--- src/rtl/ex_stage_pkg.sv ---
// Shared encodings for the RV32IM execute stage: ALU op codes, funct3 sub-ops,
// mem_to_reg codes, divider FSM states and one restoring-division step.
package ex_pkg;

  localparam logic [3:0] ALU_ADD   = 4'h0;
  localparam logic [3:0] ALU_SUB   = 4'h1;
  localparam logic [3:0] ALU_SLL   = 4'h2;
  localparam logic [3:0] ALU_SLT   = 4'h3;
  localparam logic [3:0] ALU_SLTU  = 4'h4;
  localparam logic [3:0] ALU_XOR   = 4'h5;
  localparam logic [3:0] ALU_SRL   = 4'h6;
  localparam logic [3:0] ALU_SRA   = 4'h7;
  localparam logic [3:0] ALU_OR    = 4'h8;
  localparam logic [3:0] ALU_AND   = 4'h9;
  localparam logic [3:0] ALU_MUL   = 4'hA;
  localparam logic [3:0] ALU_PASSB = 4'hB;
  localparam logic [3:0] ALU_DIV   = 4'hE;

  localparam logic [2:0] F3_MUL    = 3'b000;
  localparam logic [2:0] F3_MULH   = 3'b001;
  localparam logic [2:0] F3_MULHSU = 3'b010;
  localparam logic [2:0] F3_MULHU  = 3'b011;
  localparam logic [2:0] F3_DIV    = 3'b100;
  localparam logic [2:0] F3_DIVU   = 3'b101;
  localparam logic [2:0] F3_REM    = 3'b110;
  localparam logic [2:0] F3_REMU   = 3'b111;

  localparam logic [2:0] F3_BEQ  = 3'b000;
  localparam logic [2:0] F3_BNE  = 3'b001;
  localparam logic [2:0] F3_BLT  = 3'b100;
  localparam logic [2:0] F3_BGE  = 3'b101;
  localparam logic [2:0] F3_BLTU = 3'b110;
  localparam logic [2:0] F3_BGEU = 3'b111;

  localparam logic [1:0] M2R_ALU = 2'b00;
  localparam logic [1:0] M2R_MEM = 2'b01;
  localparam logic [1:0] M2R_PC4 = 2'b10;

  typedef enum logic [1:0] {
    DIV_IDLE = 2'd0,
    DIV_BUSY = 2'd1,
    DIV_DONE = 2'd2
  } div_state_e;

  // One restoring step: returns {remainder, quotient} after shifting in one bit.
  function automatic logic [63:0] div_step(input logic [31:0] rem,
                                           input logic [31:0] quo,
                                           input logic [31:0] dsr);
    logic [32:0] sh;
    logic        bit_q;
    sh    = {rem, quo[31]};
    bit_q = (sh >= {1'b0, dsr});
    if (bit_q) sh = sh - {1'b0, dsr};
    return {sh[31:0], quo[30:0], bit_q};
  endfunction

endpackage

--- src/rtl/ex_stage_if.sv ---
// ID/EX inputs and EX/MEM outputs of the execute stage bundled as one bus.
interface ex_stage_if;
  logic        valid_i;
  logic        flush_i;
  logic [31:0] rs1_data_i;
  logic [31:0] rs2_data_i;
  logic [31:0] imm_ext_i;
  logic [4:0]  rd_addr_i;
  logic [31:0] pc_plus_4_i;
  logic [2:0]  funct3_i;
  logic        alu_src_i;
  logic [3:0]  alu_op_i;
  logic        mem_read_i;
  logic        mem_write_i;
  logic        reg_write_i;
  logic [1:0]  mem_to_reg_i;
  logic        branch_i;
  logic        jump_i;
  logic        jalr_i;

  logic        stall_o;
  logic        redirect_o;
  logic [31:0] redirect_pc_o;
  logic [31:0] alu_result_o;
  logic [31:0] store_data_o;
  logic [4:0]  rd_addr_o;
  logic [31:0] pc_plus_4_o;
  logic        mem_read_o;
  logic        mem_write_o;
  logic        reg_write_o;
  logic [1:0]  mem_to_reg_o;

  modport master (
    output valid_i, flush_i, rs1_data_i, rs2_data_i, imm_ext_i, rd_addr_i,
           pc_plus_4_i, funct3_i, alu_src_i, alu_op_i, mem_read_i, mem_write_i,
           reg_write_i, mem_to_reg_i, branch_i, jump_i, jalr_i,
    input  stall_o, redirect_o, redirect_pc_o, alu_result_o, store_data_o,
           rd_addr_o, pc_plus_4_o, mem_read_o, mem_write_o, reg_write_o, mem_to_reg_o
  );

  modport slave (
    input  valid_i, flush_i, rs1_data_i, rs2_data_i, imm_ext_i, rd_addr_i,
           pc_plus_4_i, funct3_i, alu_src_i, alu_op_i, mem_read_i, mem_write_i,
           reg_write_i, mem_to_reg_i, branch_i, jump_i, jalr_i,
    output stall_o, redirect_o, redirect_pc_o, alu_result_o, store_data_o,
           rd_addr_o, pc_plus_4_o, mem_read_o, mem_write_o, reg_write_o, mem_to_reg_o
  );
endinterface

--- src/rtl/ex_stage_div_unit.sv ---
// Iterative restoring divider for DIV/DIVU/REM/REMU with start/flush/busy/done.
// EX_DIV_RADIX4_EN: retire two quotient bits per BUSY cycle (16 cycles).
module div_unit
  import ex_pkg::*;
#(
  parameter int unsigned DIV_CYCLES = 32
) (
  input  logic        clk,
  input  logic        rst_n,
  input  logic        start,
  input  logic        flush,
  input  logic [2:0]  funct3,
  input  logic [31:0] dividend,
  input  logic [31:0] divisor,
  output logic        busy_c,
  output logic        done_c,
  output logic [31:0] result_c
);

`ifdef EX_DIV_RADIX4_EN
  localparam int unsigned BUSY_CYCLES = 16;
`else
  localparam int unsigned BUSY_CYCLES = DIV_CYCLES;
`endif
  localparam int unsigned CNT_W = $clog2(BUSY_CYCLES + 1);

  div_state_e       state_q, state_d;
  logic [CNT_W-1:0] cnt_q;
  logic [31:0]      rem_q, quo_q, dsr_q;
  logic             q_neg_q, r_neg_q, is_rem_q;
  logic             start_ok, is_signed, a_neg, b_neg, div_zero, ovf, special;
  logic [31:0]      a_abs, b_abs;
  logic [63:0]      step1, step2;

  assign start_ok  = start & ~flush;
  assign is_signed = ~funct3[0];
  assign a_neg     = is_signed & dividend[31];
  assign b_neg     = is_signed & divisor[31];
  assign a_abs     = a_neg ? 32'(-dividend) : dividend;
  assign b_abs     = b_neg ? 32'(-divisor) : divisor;
  assign div_zero  = (divisor == 32'd0);
  assign ovf       = is_signed & (dividend == 32'h8000_0000) & (divisor == 32'hFFFF_FFFF);
  assign special   = div_zero | ovf;

  assign step1 = div_step(rem_q, quo_q, dsr_q);
`ifdef EX_DIV_RADIX4_EN
  assign step2 = div_step(step1[63:32], step1[31:0], dsr_q);
`else
  assign step2 = step1;
`endif

  always_ff @(posedge clk or negedge rst_n) begin
    if (!rst_n) state_q <= DIV_IDLE;
    else        state_q <= state_d;
  end

  always_comb begin
    state_d = state_q;
    case (state_q)
      DIV_IDLE: if (start_ok) state_d = special ? DIV_DONE : DIV_BUSY;
      DIV_BUSY: begin
        if (flush)               state_d = DIV_IDLE;
        else if (cnt_q == '0)    state_d = DIV_DONE;
      end
      DIV_DONE: state_d = DIV_IDLE;
      default:  state_d = DIV_IDLE;
    endcase
  end

  always_comb begin
    busy_c = 1'b0;
    done_c = 1'b0;
    case (state_q)
      DIV_IDLE: busy_c = start_ok;
      DIV_BUSY: busy_c = ~flush;
      DIV_DONE: done_c = 1'b1;
      default:  busy_c = 1'b0;
    endcase
  end

  // Special cases preload the final answer and clear the sign fix-ups.
  always_ff @(posedge clk or negedge rst_n) begin
    if (!rst_n) begin
      cnt_q    <= '0;
      rem_q    <= '0;
      quo_q    <= '0;
      dsr_q    <= '0;
      q_neg_q  <= 1'b0;
      r_neg_q  <= 1'b0;
      is_rem_q <= 1'b0;
    end else if (state_q == DIV_IDLE && start_ok) begin
      is_rem_q <= funct3[1];
      dsr_q    <= b_abs;
      cnt_q    <= CNT_W'(BUSY_CYCLES - 1);
      if (special) begin
        quo_q   <= div_zero ? 32'hFFFF_FFFF : 32'h8000_0000;
        rem_q   <= div_zero ? dividend : 32'd0;
        q_neg_q <= 1'b0;
        r_neg_q <= 1'b0;
      end else begin
        quo_q   <= a_abs;
        rem_q   <= 32'd0;
        q_neg_q <= a_neg ^ b_neg;
        r_neg_q <= a_neg;
      end
    end else if (state_q == DIV_BUSY) begin
      rem_q <= step2[63:32];
      quo_q <= step2[31:0];
      cnt_q <= cnt_q - CNT_W'(1);
    end
  end

  assign result_c = is_rem_q ? (r_neg_q ? 32'(-rem_q) : rem_q)
                             : (q_neg_q ? 32'(-quo_q) : quo_q);

endmodule

--- src/rtl/ex_stage.sv ---
// RV32IM execute stage: single-cycle ALU/MUL/branch, iterative divide, EX/MEM register.
// EX_DIV_RADIX4_EN selects the two-bits-per-cycle divider.
module ex_stage
  import ex_pkg::*;
#(
  parameter int unsigned DIV_CYCLES = 32
) (
  input  logic       clk,
  input  logic       rst_n,
  ex_stage_if.slave  bus
);

  logic [31:0] op_a, op_b, alu_res, div_result_c, br_target, jalr_target;
  logic [63:0] mul_a, mul_b, prod;
  logic [4:0]  shamt;
  logic        a_sgn, b_sgn, taken, div_busy_c, div_done_c, div_ready, load_ok, redirect_c;

  assign op_a  = bus.rs1_data_i;
  assign op_b  = bus.alu_src_i ? bus.imm_ext_i : bus.rs2_data_i;
  assign shamt = op_b[4:0];

  // Sign-extend per sub-op; the low 64 bits of the wide product are exact.
  assign a_sgn = (bus.funct3_i[1:0] == F3_MULH[1:0]) || (bus.funct3_i[1:0] == F3_MULHSU[1:0]);
  assign b_sgn = (bus.funct3_i[1:0] == F3_MULH[1:0]);
  assign mul_a = {{32{a_sgn & op_a[31]}}, op_a};
  assign mul_b = {{32{b_sgn & op_b[31]}}, op_b};
  assign prod  = mul_a * mul_b;

  div_unit #(.DIV_CYCLES(DIV_CYCLES)) u_div (
    .clk      (clk),
    .rst_n    (rst_n),
    .start    (bus.valid_i && bus.alu_op_i == ALU_DIV),
    .flush    (bus.flush_i),
    .funct3   (bus.funct3_i),
    .dividend (op_a),
    .divisor  (op_b),
    .busy_c   (div_busy_c),
    .done_c   (div_done_c),
    .result_c (div_result_c)
  );

  always_comb begin
    alu_res = 32'd0;
    case (bus.alu_op_i)
      ALU_ADD:   alu_res = op_a + op_b;
      ALU_SUB:   alu_res = op_a - op_b;
      ALU_SLL:   alu_res = op_a << shamt;
      ALU_SLT:   alu_res = {31'd0, $signed(op_a) < $signed(op_b)};
      ALU_SLTU:  alu_res = {31'd0, op_a < op_b};
      ALU_XOR:   alu_res = op_a ^ op_b;
      ALU_SRL:   alu_res = op_a >> shamt;
      ALU_SRA:   alu_res = $unsigned($signed(op_a) >>> shamt);
      ALU_OR:    alu_res = op_a | op_b;
      ALU_AND:   alu_res = op_a & op_b;
      ALU_MUL:   alu_res = (bus.funct3_i[1:0] == F3_MUL[1:0]) ? prod[31:0] : prod[63:32];
      ALU_PASSB: alu_res = op_b;
      ALU_DIV:   alu_res = div_result_c;
      default:   alu_res = 32'd0;
    endcase
  end

  always_comb begin
    taken = 1'b0;
    case (bus.funct3_i)
      F3_BEQ:  taken = (bus.rs1_data_i == bus.rs2_data_i);
      F3_BNE:  taken = (bus.rs1_data_i != bus.rs2_data_i);
      F3_BLT:  taken = ($signed(bus.rs1_data_i) <  $signed(bus.rs2_data_i));
      F3_BGE:  taken = ($signed(bus.rs1_data_i) >= $signed(bus.rs2_data_i));
      F3_BLTU: taken = (bus.rs1_data_i <  bus.rs2_data_i);
      F3_BGEU: taken = (bus.rs1_data_i >= bus.rs2_data_i);
      default: taken = 1'b0;
    endcase
  end

  assign br_target   = (bus.pc_plus_4_i - 32'd4) + bus.imm_ext_i;
  assign jalr_target = (bus.rs1_data_i + bus.imm_ext_i) & ~32'd1;

  assign bus.stall_o = div_busy_c;
  assign div_ready   = (bus.alu_op_i != ALU_DIV) | div_done_c;
  assign load_ok     = bus.valid_i & ~bus.flush_i & ~div_busy_c & div_ready;
  assign redirect_c  = load_ok & (bus.jump_i | bus.jalr_i | (bus.branch_i & taken));

  // EX/MEM register; stalls, flushes and invalid slots load a bubble.
  always_ff @(posedge clk or negedge rst_n) begin
    if (!rst_n) begin
      bus.redirect_o    <= 1'b0;
      bus.redirect_pc_o <= 32'd0;
      bus.alu_result_o  <= 32'd0;
      bus.store_data_o  <= 32'd0;
      bus.rd_addr_o     <= 5'd0;
      bus.pc_plus_4_o   <= 32'd0;
      bus.mem_read_o    <= 1'b0;
      bus.mem_write_o   <= 1'b0;
      bus.reg_write_o   <= 1'b0;
      bus.mem_to_reg_o  <= 2'd0;
    end else begin
      bus.redirect_o    <= redirect_c;
      bus.redirect_pc_o <= bus.jalr_i ? jalr_target : br_target;
      bus.alu_result_o  <= alu_res;
      bus.store_data_o  <= bus.rs2_data_i;
      bus.rd_addr_o     <= bus.rd_addr_i;
      bus.pc_plus_4_o   <= bus.pc_plus_4_i;
      bus.mem_read_o    <= load_ok & bus.mem_read_i;
      bus.mem_write_o   <= load_ok & bus.mem_write_i;
      bus.reg_write_o   <= load_ok & bus.reg_write_i;
      bus.mem_to_reg_o  <= bus.mem_to_reg_i;
    end
  end

endmodule

--- src/flat_wrapper.sv ---
// flat-port wrapper written by rule: the top's interface ports become plain ports
module ex_stage_flat import ex_pkg::*;
#(
  parameter int unsigned DIV_CYCLES = 32
)
  (clk, rst_n, bus_valid_i, bus_flush_i, bus_rs1_data_i, bus_rs2_data_i, bus_imm_ext_i, bus_rd_addr_i, bus_pc_plus_4_i, bus_funct3_i, bus_alu_src_i, bus_alu_op_i, bus_mem_read_i, bus_mem_write_i, bus_reg_write_i, bus_mem_to_reg_i, bus_branch_i, bus_jump_i, bus_jalr_i, bus_stall_o, bus_redirect_o, bus_redirect_pc_o, bus_alu_result_o, bus_store_data_o, bus_rd_addr_o, bus_pc_plus_4_o, bus_mem_read_o, bus_mem_write_o, bus_reg_write_o, bus_mem_to_reg_o);
  ex_stage_if bus_i ();
  input  logic clk;
  input  logic rst_n;
  input wire logic [$bits(bus_i.valid_i)-1:0] bus_valid_i;
  input wire logic [$bits(bus_i.flush_i)-1:0] bus_flush_i;
  input wire logic [$bits(bus_i.rs1_data_i)-1:0] bus_rs1_data_i;
  input wire logic [$bits(bus_i.rs2_data_i)-1:0] bus_rs2_data_i;
  input wire logic [$bits(bus_i.imm_ext_i)-1:0] bus_imm_ext_i;
  input wire logic [$bits(bus_i.rd_addr_i)-1:0] bus_rd_addr_i;
  input wire logic [$bits(bus_i.pc_plus_4_i)-1:0] bus_pc_plus_4_i;
  input wire logic [$bits(bus_i.funct3_i)-1:0] bus_funct3_i;
  input wire logic [$bits(bus_i.alu_src_i)-1:0] bus_alu_src_i;
  input wire logic [$bits(bus_i.alu_op_i)-1:0] bus_alu_op_i;
  input wire logic [$bits(bus_i.mem_read_i)-1:0] bus_mem_read_i;
  input wire logic [$bits(bus_i.mem_write_i)-1:0] bus_mem_write_i;
  input wire logic [$bits(bus_i.reg_write_i)-1:0] bus_reg_write_i;
  input wire logic [$bits(bus_i.mem_to_reg_i)-1:0] bus_mem_to_reg_i;
  input wire logic [$bits(bus_i.branch_i)-1:0] bus_branch_i;
  input wire logic [$bits(bus_i.jump_i)-1:0] bus_jump_i;
  input wire logic [$bits(bus_i.jalr_i)-1:0] bus_jalr_i;
  output wire logic [$bits(bus_i.stall_o)-1:0] bus_stall_o;
  output wire logic [$bits(bus_i.redirect_o)-1:0] bus_redirect_o;
  output wire logic [$bits(bus_i.redirect_pc_o)-1:0] bus_redirect_pc_o;
  output wire logic [$bits(bus_i.alu_result_o)-1:0] bus_alu_result_o;
  output wire logic [$bits(bus_i.store_data_o)-1:0] bus_store_data_o;
  output wire logic [$bits(bus_i.rd_addr_o)-1:0] bus_rd_addr_o;
  output wire logic [$bits(bus_i.pc_plus_4_o)-1:0] bus_pc_plus_4_o;
  output wire logic [$bits(bus_i.mem_read_o)-1:0] bus_mem_read_o;
  output wire logic [$bits(bus_i.mem_write_o)-1:0] bus_mem_write_o;
  output wire logic [$bits(bus_i.reg_write_o)-1:0] bus_reg_write_o;
  output wire logic [$bits(bus_i.mem_to_reg_o)-1:0] bus_mem_to_reg_o;
  assign bus_i.valid_i = bus_valid_i;
  assign bus_i.flush_i = bus_flush_i;
  assign bus_i.rs1_data_i = bus_rs1_data_i;
  assign bus_i.rs2_data_i = bus_rs2_data_i;
  assign bus_i.imm_ext_i = bus_imm_ext_i;
  assign bus_i.rd_addr_i = bus_rd_addr_i;
  assign bus_i.pc_plus_4_i = bus_pc_plus_4_i;
  assign bus_i.funct3_i = bus_funct3_i;
  assign bus_i.alu_src_i = bus_alu_src_i;
  assign bus_i.alu_op_i = bus_alu_op_i;
  assign bus_i.mem_read_i = bus_mem_read_i;
  assign bus_i.mem_write_i = bus_mem_write_i;
  assign bus_i.reg_write_i = bus_reg_write_i;
  assign bus_i.mem_to_reg_i = bus_mem_to_reg_i;
  assign bus_i.branch_i = bus_branch_i;
  assign bus_i.jump_i = bus_jump_i;
  assign bus_i.jalr_i = bus_jalr_i;
  assign bus_stall_o = bus_i.stall_o;
  assign bus_redirect_o = bus_i.redirect_o;
  assign bus_redirect_pc_o = bus_i.redirect_pc_o;
  assign bus_alu_result_o = bus_i.alu_result_o;
  assign bus_store_data_o = bus_i.store_data_o;
  assign bus_rd_addr_o = bus_i.rd_addr_o;
  assign bus_pc_plus_4_o = bus_i.pc_plus_4_o;
  assign bus_mem_read_o = bus_i.mem_read_o;
  assign bus_mem_write_o = bus_i.mem_write_o;
  assign bus_reg_write_o = bus_i.reg_write_o;
  assign bus_mem_to_reg_o = bus_i.mem_to_reg_o;
  ex_stage #(.DIV_CYCLES(DIV_CYCLES)) u_core (.clk(clk), .rst_n(rst_n), .bus(bus_i));
endmodule
--- config.mk ---
export PLATFORM = sky130hd
export DESIGN_NAME = ex_stage_flat
export DESIGN_NICKNAME = d
export VERILOG_FILES = /design/src/rtl/ex_stage_pkg.sv /design/src/rtl/ex_stage_if.sv /design/src/rtl/ex_stage_div_unit.sv /design/src/rtl/ex_stage.sv /design/src/flat_wrapper.sv
export SDC_FILE = /design/constraint.sdc
export NUM_CORES = 2
export LEC_CHECK = 0
export ABC_AREA = 1
export BUFFER_PORTS_ARGS = -buffer_cell sky130_fd_sc_hd__clkbuf_2
export CAP_MARGIN = 20
export CORE_ASPECT_RATIO = 0.5
export CORE_MARGIN = 5
export CORE_UTILIZATION = 33
export DETAILED_ROUTE_END_ITERATION = 12
export GPL_TIMING_DRIVEN = 1
export PLACE_DENSITY_LB_ADDON = 0.2
export SLEW_MARGIN = 20
export SYNTH_ARGS = -nofsm -noshare
export SYNTH_HDL_FRONTEND = slang
export SYNTH_SLANG_ARGS = --single-unit
export TNS_END_PERCENT = 50
--- constraint.sdc ---
create_clock -name clk -period 3.6 [get_ports clk]
set_input_delay 0.72 -clock clk [delete_from_list [all_inputs] [get_ports clk]]
set_output_delay 0.72 -clock clk [all_outputs]
set_load 0.05 [all_outputs]
==> reports/summary.txt <==
status -> complete, but fails checks
violated checks -> negative setup slack
largest net degree at the start of global routing -> 94
PortBufs -> 292
TritonRoute pass-1 iters -> 9
worst-path maximum fanout -> 9
critical path type -> in2reg
top cell type's share of synthesized area -> 32.73%
# H-tree levels -> 2
FF-to-FF path depth -> 18
share of cells above drive strength 1 -> 24.06%
fillers -> 21700
Placer Congestion -> 1.085
Max Fclk -> 0.1275 GHz
DR vias/cell -> 5.255
CTS tree -> built
Post-synth ARST share -> 100.0%
count of final setup violators -> 32
number of synthesized flops with an enable pin -> 0
CTS Sinks -> 246
CP Depth -> 37
Nets -> 13340
dpl ws -> -5.851 ns
gr ovfl total -> 0
setup slack after layout -> -4.246 ns
leading post-synthesis cells by cell area -> fa_1, nand2_1, inv_1, dfrtp_1, ha_1
Reg clk slew, reported paths -> 0.06 ns
first-pass GRT wire length -> 548300 um
Synth Net Count -> 11550
post-synthesis sequential area ratio -> 8.908%
hold depth -> 1
Multi-input gate area -> 56070 um^2
biggest area consumer among synthesized cells -> fa_1
relative slew slack -> 24.73%
core area -> 207600 um^2
final wirelength -> 386900 um
Synth warnings -> 0
count of pins over their slew limit -> 0
arrival time of the worst setup path -> 8.33 ns
Final Util -> 44.51%
FF/Latch Area -> 6156 um^2
GRT Total Usage -> 34.71%
area of the die -> 219200 um^2
WL/cell -> 26.91 um
via count -> 75560
Avg Inst Size Synth -> 7.057 um^2
Fin Clk Skew -> 0.02200 ns
Worst EP required -> 4.08 ns
max cap viols -> 0
Die Ht -> 333.6 um
Synth Register Bits -> 246
Hold Fails Final Rpt -> 0
initial antenna violation count -> 33
Worst Tran Pin Value -> 1.115 ns
Cell Rows -> 118
Synth Instances -> 9793
clk buf depth -> 3
TritonCTS buffer count -> 36
worst-skew pair later-pin latency -> 0.63 ns
hpwl dp -> 331900 um
top cell types by occurrence after synthesis -> nand2_1, inv_1, fa_1, nor2_1, nand3_1
top-count cell post-synth -> nand2_1
Worst Setup Start Kind -> primary input
most used cell, CP -> fa_1
crit-path max cell delay -> 0.67 ns
Hold WC Path Type -> in2reg
Period minus WS final -> 7.846 ns
RSZ-0062 raised after global routing -> true
die width -> 657.2 um
drt first-iter violations -> 8526
most common flop cell mapped by yosys -> dfrtp_1
DRC -> 0
CP Buf/Inv Count -> 15
clk root buf -> clkbuf_16
Starting Density -> 33.29%
Distinct cells, synth -> 61
Post-DRT Antenna Nets -> 0
vias in the first global route -> 74500
Slowest-stage cell, CP -> fa_2
Final Cycle Share -> 217.9%
Cell Area, Synth -> 69110 um^2
delay-heaviest family, CP -> adder cells
Syn-to-layout area delta -> 33.71%
I/O pins -> 293
CP Capture Type -> register
-- final cells by class --
cell class	count	area share, %
Multi-Input combinational cell	7167	60.67
Timing Repair Buffer	2157	19.51
Inverter	1971	8.120
Sequential cell	246	6.662
Tap cell	2760	3.737
Clock buffer	45	1.033
Clock inverter	16	0.2234
Antenna cell	16	0.04333
-- path summary, 6_finish.rpt --
kind                                        start                            to  slack (ns)
max in group asynchronous                   rst_n  u_core.bus.redirect_pc_o[25]        2.27
min reg2reg                u_core.u_div.dsr_q[15]        u_core.u_div.dsr_q[15]        0.49
min in group asynchronous                   rst_n   u_core.bus.redirect_pc_o[4]        0.54
max                                 bus_alu_src_i   u_core.bus.alu_result_o[25]       -4.25
min                           bus_mem_to_reg_i[0]    u_core.bus.mem_to_reg_o[0]        0.20
max reg2reg                u_core.u_div.dsr_q[10]        u_core.u_div.rem_q[11]        0.42
-- sequential cells by signal, summed over array words and instances (netlist names), 2 cells and up --
signal	flops
u_core.bus.pc_plus_4_o	32
u_core.u_div.dsr_q	32
u_core.bus.redirect_pc_o	32
u_core.u_div.quo_q	32
u_core.u_div.rem_q	32
u_core.bus.alu_result_o	32
u_core.u_div.cnt_q	6
u_core.bus.store_data_o	32
u_core.bus.rd_addr_o	5
u_core.bus.mem_to_reg_o	2
u_core.u_div.state_q	2
-- metal layers --
metal / vias up / global-route usage, % / part of all wire [%]
li1: 33690 / - / -
met1: 37240 / 48.19 / 43
met2: 3904 / 49.43 / 40
met3: 702 / 12.67 / 13
met4: 25 / 12.13 / 4.4
met5: - / 0 / 0.12
-- layout by cell type (no fill, tap or decap), types with 31 or more instances in the layout --
cell type  instances
a21oi_1          402
a21oi_2           44
a31oi_1           31
buf_12           170
buf_4           1637
buf_6             43
clkbuf_16         39
clkbuf_2         287
dfrtp_1          246
fa_1            1076
fa_2              54
ha_1             423
ha_4              43
inv_1           1856
inv_2             69
nand2_1         2275
nand2_2           74
nand3_1          491
nand3_2           42
nand4_1          109
nor2_1           913
nor2_2            40
nor2_4            50
nor3_1            76
o211ai_1          39
o21ai_0          424
o21ai_1           95
o21bai_1          36
o22ai_1           39
xor2_1            79
-- stage by stage --
step / area, um^2 / TNS, ns / hold slack (ns) / std cells
6_report: 92400 / -130.14 / 0.2003 / 14380
5_1_grt: 92360 / -137.07 / 0.1773 / 14360
4_1_cts: 91250 / -129.85 / 0.1611 / 14340
3_5_place_dp: 87950 / -209.04 / 0.4743 / 14220
3_3_place_gp: 87950 / -208.35 / 0.4654 / 14220
2_1_floorplan: 69570 / -128.81 / 0.4244 / 9793
-- cell families after synthesis --
group	after synthesis	share of synthesized area, %
buffers and inverters	2380	13.27
and+or+nand+nor	4197	25.10
DFF	246	8.908
muxes	3	0.04345
xor gates and xnor gates	104	1.318
adders and majority gates	1605	41.33
AOI/OAI and AO/OA	1258	10.03
-- worst register-to-register path, stage by stage (launching register included) --
cell and delay [ns]:
dfrtp_1 0.36, inv_1 0.24, ha_1 0.37, nand2_1 0.17, inv_1 0.05, a21oi_1 0.29, nor2_1 0.09, nor2_1 0.09
nand2_1 0.11, nand3_1 0.10, nand2_1 0.06, nand2_1 0.15, nand2_1 0.13, inv_1 0.35, buf_4 0.23, nand2_1 0.06
nand3_1 0.06, nand3_1 0.07, o21ai_1 0.09
-- what timing repair did --
action / CTS / global route
resized for setup: 406 / 238
setup endpoints to repair: 33 / 55
hold buffers: 1 / 0
endpoints found under the hold margin: 22 / 0
gates cloned: 6 / 3
setup buffers: 57 / 23
pin swaps: 124 / 133
Power is not shown: default switching activity piles up to over one toggle a cycle in this logic, so the estimate is an artifact.
